===== src/rtl/mdu_divider_pkg.sv =====
// Shared definitions for the EXE-stage divider: FSM states and fixed constants.
// Optional feature macro used by the divider: DIV_EARLY_EXIT_EN.
package mdu_divider_pkg;

    typedef enum logic [1:0] {
        DIV_IDLE,
        DIV_CALC,
        DIV_FIX,
        DIV_DONE
    } DivState;

    localparam int unsigned DIV_ITERS  = 32;
    localparam logic [31:0] DIV_ZERO_Q = 32'hFFFF_FFFF;

endpackage


===== src/rtl/mdu_divider_if.sv =====
// EXE <-> divider handshake: request/operands from EXE, busy/finish/results back.
interface mdu_divider_if;

    logic        div_start;
    logic        div_signed;
    logic [31:0] dividend;
    logic [31:0] divisor;
    logic        div_cancel;
    logic        div_busy;
    logic        div_finish;
    logic [31:0] quotient;
    logic [31:0] remainder;

    modport master (
        output div_start, div_signed, dividend, divisor, div_cancel,
        input  div_busy, div_finish, quotient, remainder
    );

    modport slave (
        input  div_start, div_signed, dividend, divisor, div_cancel,
        output div_busy, div_finish, quotient, remainder
    );

endinterface


===== src/rtl/mdu_divider_sign_abs.sv =====
// Combinational conditional negate; with neg = sign bit it yields the absolute value.
module div_sign_abs (
    input  logic [31:0] value,
    input  logic        neg,
    output logic [31:0] result
);

    always_comb begin
        result = neg ? (~value + 32'd1) : value;
    end

endmodule


===== src/rtl/mdu_divider.sv =====
// Iterative radix-2 restoring 32-bit divider (DIV/DIVU) for the EXE multiply/divide unit.
// Define DIV_EARLY_EXIT_EN to finish trivial divides one cycle after start.
module mdu_divider
    import mdu_divider_pkg::*;
(
    input  logic          clk,
    input  logic          rst,
    mdu_divider_if.slave  div_bus
);

    DivState     state;
    logic [4:0]  cnt;
    logic [63:0] work;
    logic [31:0] abs_b;
    logic        sign_q;
    logic        sign_r;
    logic        div_zero;

    logic        busy_r;
    logic        finish_r;
    logic [31:0] quotient_r;
    logic [31:0] remainder_r;

    logic [31:0] abs_a_in;
    logic [31:0] abs_b_in;
    logic [31:0] q_fix;
    logic [31:0] r_fix;
    logic [63:0] shifted;
    logic [32:0] trial;

    div_sign_abs u_abs_a (
        .value  (div_bus.dividend),
        .neg    (div_bus.div_signed & div_bus.dividend[31]),
        .result (abs_a_in)
    );

    div_sign_abs u_abs_b (
        .value  (div_bus.divisor),
        .neg    (div_bus.div_signed & div_bus.divisor[31]),
        .result (abs_b_in)
    );

    div_sign_abs u_fix_q (
        .value  (work[31:0]),
        .neg    (sign_q),
        .result (q_fix)
    );

    div_sign_abs u_fix_r (
        .value  (work[63:32]),
        .neg    (sign_r),
        .result (r_fix)
    );

    always_comb begin
        shifted = {work[62:0], 1'b0};
        trial   = {1'b0, shifted[63:32]} - {1'b0, abs_b};
    end

`ifdef DIV_EARLY_EXIT_EN
    logic early_exit;
    assign early_exit = (div_bus.divisor == '0) || (abs_a_in < abs_b_in) ||
                        (div_bus.dividend == '0);
`endif

    always_ff @(posedge clk or posedge rst) begin
        if (rst) begin
            state       <= DIV_IDLE;
            cnt         <= '0;
            work        <= '0;
            abs_b       <= '0;
            sign_q      <= 1'b0;
            sign_r      <= 1'b0;
            div_zero    <= 1'b0;
            busy_r      <= 1'b0;
            finish_r    <= 1'b0;
            quotient_r  <= '0;
            remainder_r <= '0;
        end else if (div_bus.div_cancel) begin
            state    <= DIV_IDLE;
            busy_r   <= 1'b0;
            finish_r <= 1'b0;
        end else begin
            case (state)
                DIV_IDLE: begin
                    finish_r <= 1'b0;
                    if (div_bus.div_start) begin
                        work     <= {32'b0, abs_a_in};
                        abs_b    <= abs_b_in;
                        sign_q   <= div_bus.div_signed & (div_bus.dividend[31] ^ div_bus.divisor[31]);
                        sign_r   <= div_bus.div_signed & div_bus.dividend[31];
                        div_zero <= (div_bus.divisor == '0);
                        cnt      <= 5'(DIV_ITERS - 1);
                        busy_r   <= 1'b1;
`ifdef DIV_EARLY_EXIT_EN
                        if (early_exit) begin
                            quotient_r  <= (div_bus.divisor == '0) ? DIV_ZERO_Q : '0;
                            remainder_r <= div_bus.dividend;
                            finish_r    <= 1'b1;
                            state       <= DIV_DONE;
                        end else begin
                            state <= DIV_CALC;
                        end
`else
                        state <= DIV_CALC;
`endif
                    end
                end
                DIV_CALC: begin
                    work <= trial[32] ? shifted : {trial[31:0], shifted[31:1], 1'b1};
                    cnt  <= cnt - 5'd1;
                    if (cnt == '0) begin
                        state <= DIV_FIX;
                    end
                end
                DIV_FIX: begin
                    // With a zero divisor the upper half ends up holding |a|, so the
                    // normal sign fix already restores the dividend as remainder.
                    quotient_r  <= div_zero ? DIV_ZERO_Q : q_fix;
                    remainder_r <= r_fix;
                    finish_r    <= 1'b1;
                    state       <= DIV_DONE;
                end
                DIV_DONE: begin
                    finish_r <= 1'b0;
                    busy_r   <= 1'b0;
                    state    <= DIV_IDLE;
                end
                default: begin
                    state <= DIV_IDLE;
                end
            endcase
        end
    end

    assign div_bus.div_busy   = busy_r;
    assign div_bus.div_finish = finish_r;
    assign div_bus.quotient   = quotient_r;
    assign div_bus.remainder  = remainder_r;

endmodule


===== src/flat_wrapper.sv =====
// flat-port wrapper written by rule: the top's interface ports become plain ports
module mdu_divider_flat import mdu_divider_pkg::*;
  (clk, rst, div_bus_div_start, div_bus_div_signed, div_bus_dividend, div_bus_divisor, div_bus_div_cancel, div_bus_div_busy, div_bus_div_finish, div_bus_quotient, div_bus_remainder);
  mdu_divider_if div_bus_i ();
  input  logic clk;
  input  logic rst;
  input wire logic [$bits(div_bus_i.div_start)-1:0] div_bus_div_start;
  input wire logic [$bits(div_bus_i.div_signed)-1:0] div_bus_div_signed;
  input wire logic [$bits(div_bus_i.dividend)-1:0] div_bus_dividend;
  input wire logic [$bits(div_bus_i.divisor)-1:0] div_bus_divisor;
  input wire logic [$bits(div_bus_i.div_cancel)-1:0] div_bus_div_cancel;
  output wire logic [$bits(div_bus_i.div_busy)-1:0] div_bus_div_busy;
  output wire logic [$bits(div_bus_i.div_finish)-1:0] div_bus_div_finish;
  output wire logic [$bits(div_bus_i.quotient)-1:0] div_bus_quotient;
  output wire logic [$bits(div_bus_i.remainder)-1:0] div_bus_remainder;
  assign div_bus_i.div_start = div_bus_div_start;
  assign div_bus_i.div_signed = div_bus_div_signed;
  assign div_bus_i.dividend = div_bus_dividend;
  assign div_bus_i.divisor = div_bus_divisor;
  assign div_bus_i.div_cancel = div_bus_div_cancel;
  assign div_bus_div_busy = div_bus_i.div_busy;
  assign div_bus_div_finish = div_bus_i.div_finish;
  assign div_bus_quotient = div_bus_i.quotient;
  assign div_bus_remainder = div_bus_i.remainder;
  mdu_divider u_core (.clk(clk), .rst(rst), .div_bus(div_bus_i));
endmodule

===== config.mk =====
export PLATFORM = sky130hd
export DESIGN_NAME = mdu_divider_flat
export DESIGN_NICKNAME = d
export VERILOG_FILES = /design/src/rtl/mdu_divider_pkg.sv /design/src/rtl/mdu_divider_if.sv /design/src/rtl/mdu_divider_sign_abs.sv /design/src/rtl/mdu_divider.sv /design/src/flat_wrapper.sv
export SDC_FILE = /design/constraint.sdc
export NUM_CORES = 1
export LEC_CHECK = 0
export BUFFER_PORTS_ARGS = -buffer_cell sky130_fd_sc_hd__buf_2
export CORE_AREA = 2 2 146 148
export DETAILED_ROUTE_END_ITERATION = 8
export DIE_AREA = 0 0 148 150
export GPL_TIMING_DRIVEN = 0
export PLACE_DENSITY = 0.91
export SYNTH_ARGS = -nofsm -noshare
export SYNTH_HDL_FRONTEND = slang
export SYNTH_HIERARCHICAL = 1
export SYNTH_SLANG_ARGS = --single-unit
export TNS_END_PERCENT = 50

===== constraint.sdc =====
create_clock -name clk -period 8.4 [get_ports clk]
set_input_delay 1.26 -clock clk [delete_from_list [all_inputs] [get_ports clk]]
set_output_delay 1.26 -clock clk [all_outputs]
set_load 0.1 [all_outputs]

==> qor.csv <==
stage,metric,value,unit
hold_path,hold path endpoint,u_core/div_bus.quotient[22]$_DFFE_PP0P_,
timing,Fmax,288.8,MHz
detailed_routing,Routed WL,33010,µm
clock_network,Num CTS Buffers,17,
synthesis,Synth Net Count,1471,
hold_path,hold_sp,u_core/div_bus.quotient[22]$_DFFE_PP0P_,
detailed_routing,Met1 Wirelength,14540,µm
die,die width,148,µm
die,DIE HEIGHT,150,µm
die,# IOs,135,
timing,relative slew slack,0.3786,
detailed_routing,Top Layer Used,met4,
synthesis,"EDFF count, synth",0,
timing,Worst Max-Slew Pin Slew,0.9301,ns
clock_network,maximum clock insertion buffer count,2,
power,combinational cell fraction of total power,0.589,
power,Power Internal,0.002529,W
critical_path,crit path max fanout,4,
clock_network,post_cts resized,0,
layout,fin cells,1800,
run_status,status,"complete, no violations",
power,Pwr Density,395.7,mW/mm²
critical_path,WP data required,8.72,ns
synthesis,post-synthesis cell count,1359,
timing,RSZ-0062 raised after global routing,false,
hold_path,Hold Path Depth,2,
timing,Tmin final,3.463,ns
hold_path,worst hold path type,register to register,
synthesis,Mean Syn Cell Area,9.018,µm²
die,initial core utilization,0.5923,
clock_network,clock slew at the register clock pins of the worst setup and hold paths,0.07,ns
critical_path,R2R setup slack,4.94,ns
power,sw frac,0.5401,
layout,n_diodes,0,
synthesis,register bit total from synthesis,172,
synthesis,"Seq/Total Area, Yosys",0.3512,
critical_path,nature of the critical path endpoint,register,
global_route,initial antenna violation count,0,
synthesis,post-synthesis cell type count,72,
synthesis,synth warn,6,
clock_network,CTS Sinks,172,
clock_network,CTS Hold Bufs,0,
timing,final setup fails,0,
clock_network,CTS tree,done,
power,Clk pwr share,0.147,
power,VDD IR-drop max,0.2066,mV
placement,Final GP Congestion,0.9454,
critical_path,FF-to-FF End,u_core/work[55]$_DFFE_PP0P_,
power,P_sw,0.002970,W
layout,Area Growth Syn to Fin,13.40,%
placement,Port Buffer Count,133,
clock_network,Post-CTS Setup Bufs,0,
global_route,global-route wire length before repair,53020,µm
power,Leak Pwr,6.077,nW
global_route,largest net degree at the start of global routing,121,
layout,layout cells sized above 1,0.1777,
critical_path,critical path launch point type,register,
synthesis,Post-synth top flop,dfrtp_1,
synthesis,Async SR Flop Fraction,1.000,
die,die area,0.02220,mm²
detailed_routing,vias per inst,6.102,
critical_path,WP data arrival,3.78,ns
placement,hpwl dp,25020,µm
detailed_routing,Routed Antenna Nets,0,
detailed_routing,WL/cell,18.34,µm
critical_path,Register-to-Register Path Depth,11,
detailed_routing,drt first pass iters,6,
global_route,Overall Global Routing Usage,0.2978,
die,Core Region,0.02069,mm²
timing,worst clock skew,0.01116,ns
detailed_routing,WL met3,2855,µm
clock_network,clock latency on the worst-skew pair,0.44,ns
die,site row count,53,
critical_path,Worst R2R Start,u_core/work[31]$_DFFE_PP0P_,
layout,Final Net Count,1624,
critical_path,kind of critical path,register to register,
clock_network,root buf cell,clkbuf_16,
detailed_routing,met2 WL,14970,µm
clock_network,H-Tree Level Count,4,
detailed_routing,Iteration-0 DRC Markers,1024,
global_route,via count of the first global-routing pass,10401,
timing,Final period util,0.4122,
timing,setup TNS,0,ns
detailed_routing,# DRC,0,
synthesis,"Cell Area, Synth",0.01226,mm²
global_route,GRT Residual Overflow,0,
run,Max-Cap Viols,0,
detailed_routing,via count,10984,
placement,Cells after DPL,1768,
timing,Final Hold Fails,0,
power,sequential share of power,0.264,
timing,Final Max Tran Viols,0,
-- worst max path at each step --
stage	to	cells after the start	start
2_1_floorplan	u_core/abs_b[0]$_DFFE_PP0P_	1	rst
3_3_place_gp	u_core/abs_b[17]$_DFFE_PP0P_	2	rst
3_5_place_dp	u_core/work[50]$_DFFE_PP0P_	7	div_bus_div_cancel
4_1_cts	u_core/work[55]$_DFFE_PP0P_	11	u_core/work[31]$_DFFE_PP0P_
5_1_grt	u_core/work[55]$_DFFE_PP0P_	11	u_core/work[31]$_DFFE_PP0P_
6_report	u_core/work[55]$_DFFE_PP0P_	11	u_core/work[31]$_DFFE_PP0P_
-- synthesized netlist by cell type (all sizes together), types with 24 or more instances --
| master | instances | share of area |
|---|---|---|
| nand2 | 195 | 0.060 |
| o31ai | 34 | 0.021 |
| mux2 | 34 | 0.031 |
| a21oi | 50 | 0.022 |
| xnor2 | 138 | 0.099 |
| o21ai | 181 | 0.074 |
| mux2i | 51 | 0.042 |
| buf | 24 | 0.012 |
| nor2 | 65 | 0.020 |
| dfrtp | 172 | 0.35 |
| ha | 42 | 0.043 |
| clkbuf | 50 | 0.015 |
| nor4 | 34 | 0.037 |
| inv | 54 | 0.017 |
| o41ai | 36 | 0.036 |
-- power groups by stage --
stage	Sequential, W	Clock, W	Combinational [W]
global placement	0.00143	0	0.00309
global route	0.00149	0.000853	0.00347
finish	0.00145	0.000806	0.00324
CTS	0.00144	0.000811	0.00321
floorplan	0.00232	0	0.00162
detailed placement	0.00145	0	0.00318
-- kinds of logic after synthesis --
logic type	Yosys count	share of synthesized area
and+or+nand+nor	413	0.1805
adders and majority gates	43	0.04451
muxes	85	0.07289
AOI/OAI and AO/OA	368	0.1999
DFF	172	0.3512
xor gates and xnor gates	150	0.1072
buffers and inverters	128	0.04380
-- worst max-delay path, cell delays in order, from the launching register on --
cell       delay, ns
dfrtp_1         0.42
inv_1           0.09
ha_1            0.24
fa_1            0.43
nand2b_1        0.20
a21oi_2         0.21
o211ai_2        0.18
a2111oi_4       0.53
o2111ai_4       0.20
a21oi_4         0.22
mux2_1          0.34
a221o_1         0.29
-- metal layers --
metal | vias up | track usage
li1 | 5165 | -
met3 | 69 | 0.05915
met1 | 5217 | 0.4190
met5 | - | 0
met2 | 533 | 0.4667
met4 | 0 | 0.09190
-- through the flow --
stage / total power [W] / setup WS (ns) / util / hold WS, ns / area [µm²]
2_1_floorplan: 0.003941 / 2.480 / - / 0.4497 / 12260
3_3_place_gp: 0.004519 / 0.8266 / 0.6411 / 0.4587 / 13270
3_5_place_dp: 0.004630 / 4.852 / 0.6428 / 0.4648 / 13300
4_1_cts: 0.005460 / 4.991 / 0.6717 / 0.4805 / 13900
5_1_grt: 0.005812 / 4.841 / 0.6717 / 0.5103 / 13900
6_report: 0.005499 / 4.937 / 0.6717 / 0.4780 / 13900
-- final cells by class --
class | instances | area [µm²]
multi-input combinational | 1059 | 7415
clock inverter | 13 | 155.1
timing repair buffer | 134 | 693.2
tap | 275 | 344.1
clock buffer | 19 | 442.9
inverter | 54 | 210.2
buffer | 74 | 334.1
sequential | 172 | 4304
fill | 1623 | 6792
-- flip-flops by register name (all words and copies together) (netlist names) --
name and cells:
u_core/div_zero 1, u_core/div_bus.remainder 32, u_core/sign_r 1, u_core/div_bus.quotient 32, u_core/cnt 5, u_core/work 64, u_core/div_bus.div_busy 1, u_core/div_bus.div_finish 1
u_core/abs_b 32, u_core/state 2, u_core/sign_q 1
-- cells in the final DEF, fill, tap and decap left out, types with 21 or more instances in the layout --
master      n
buf_2     138
xnor2_1   138
inv_1      53
clkbuf_1   50
ha_1       42
nand4_1    21
o31ai_1    34
o21ai_1    25
dfrtp_1   172
o21ai_0   156
nor2_1     64
a21oi_1    48
mux2i_1    51
nand2_1   194
mux2_2     33
Power figures use the tool's default switching activity.
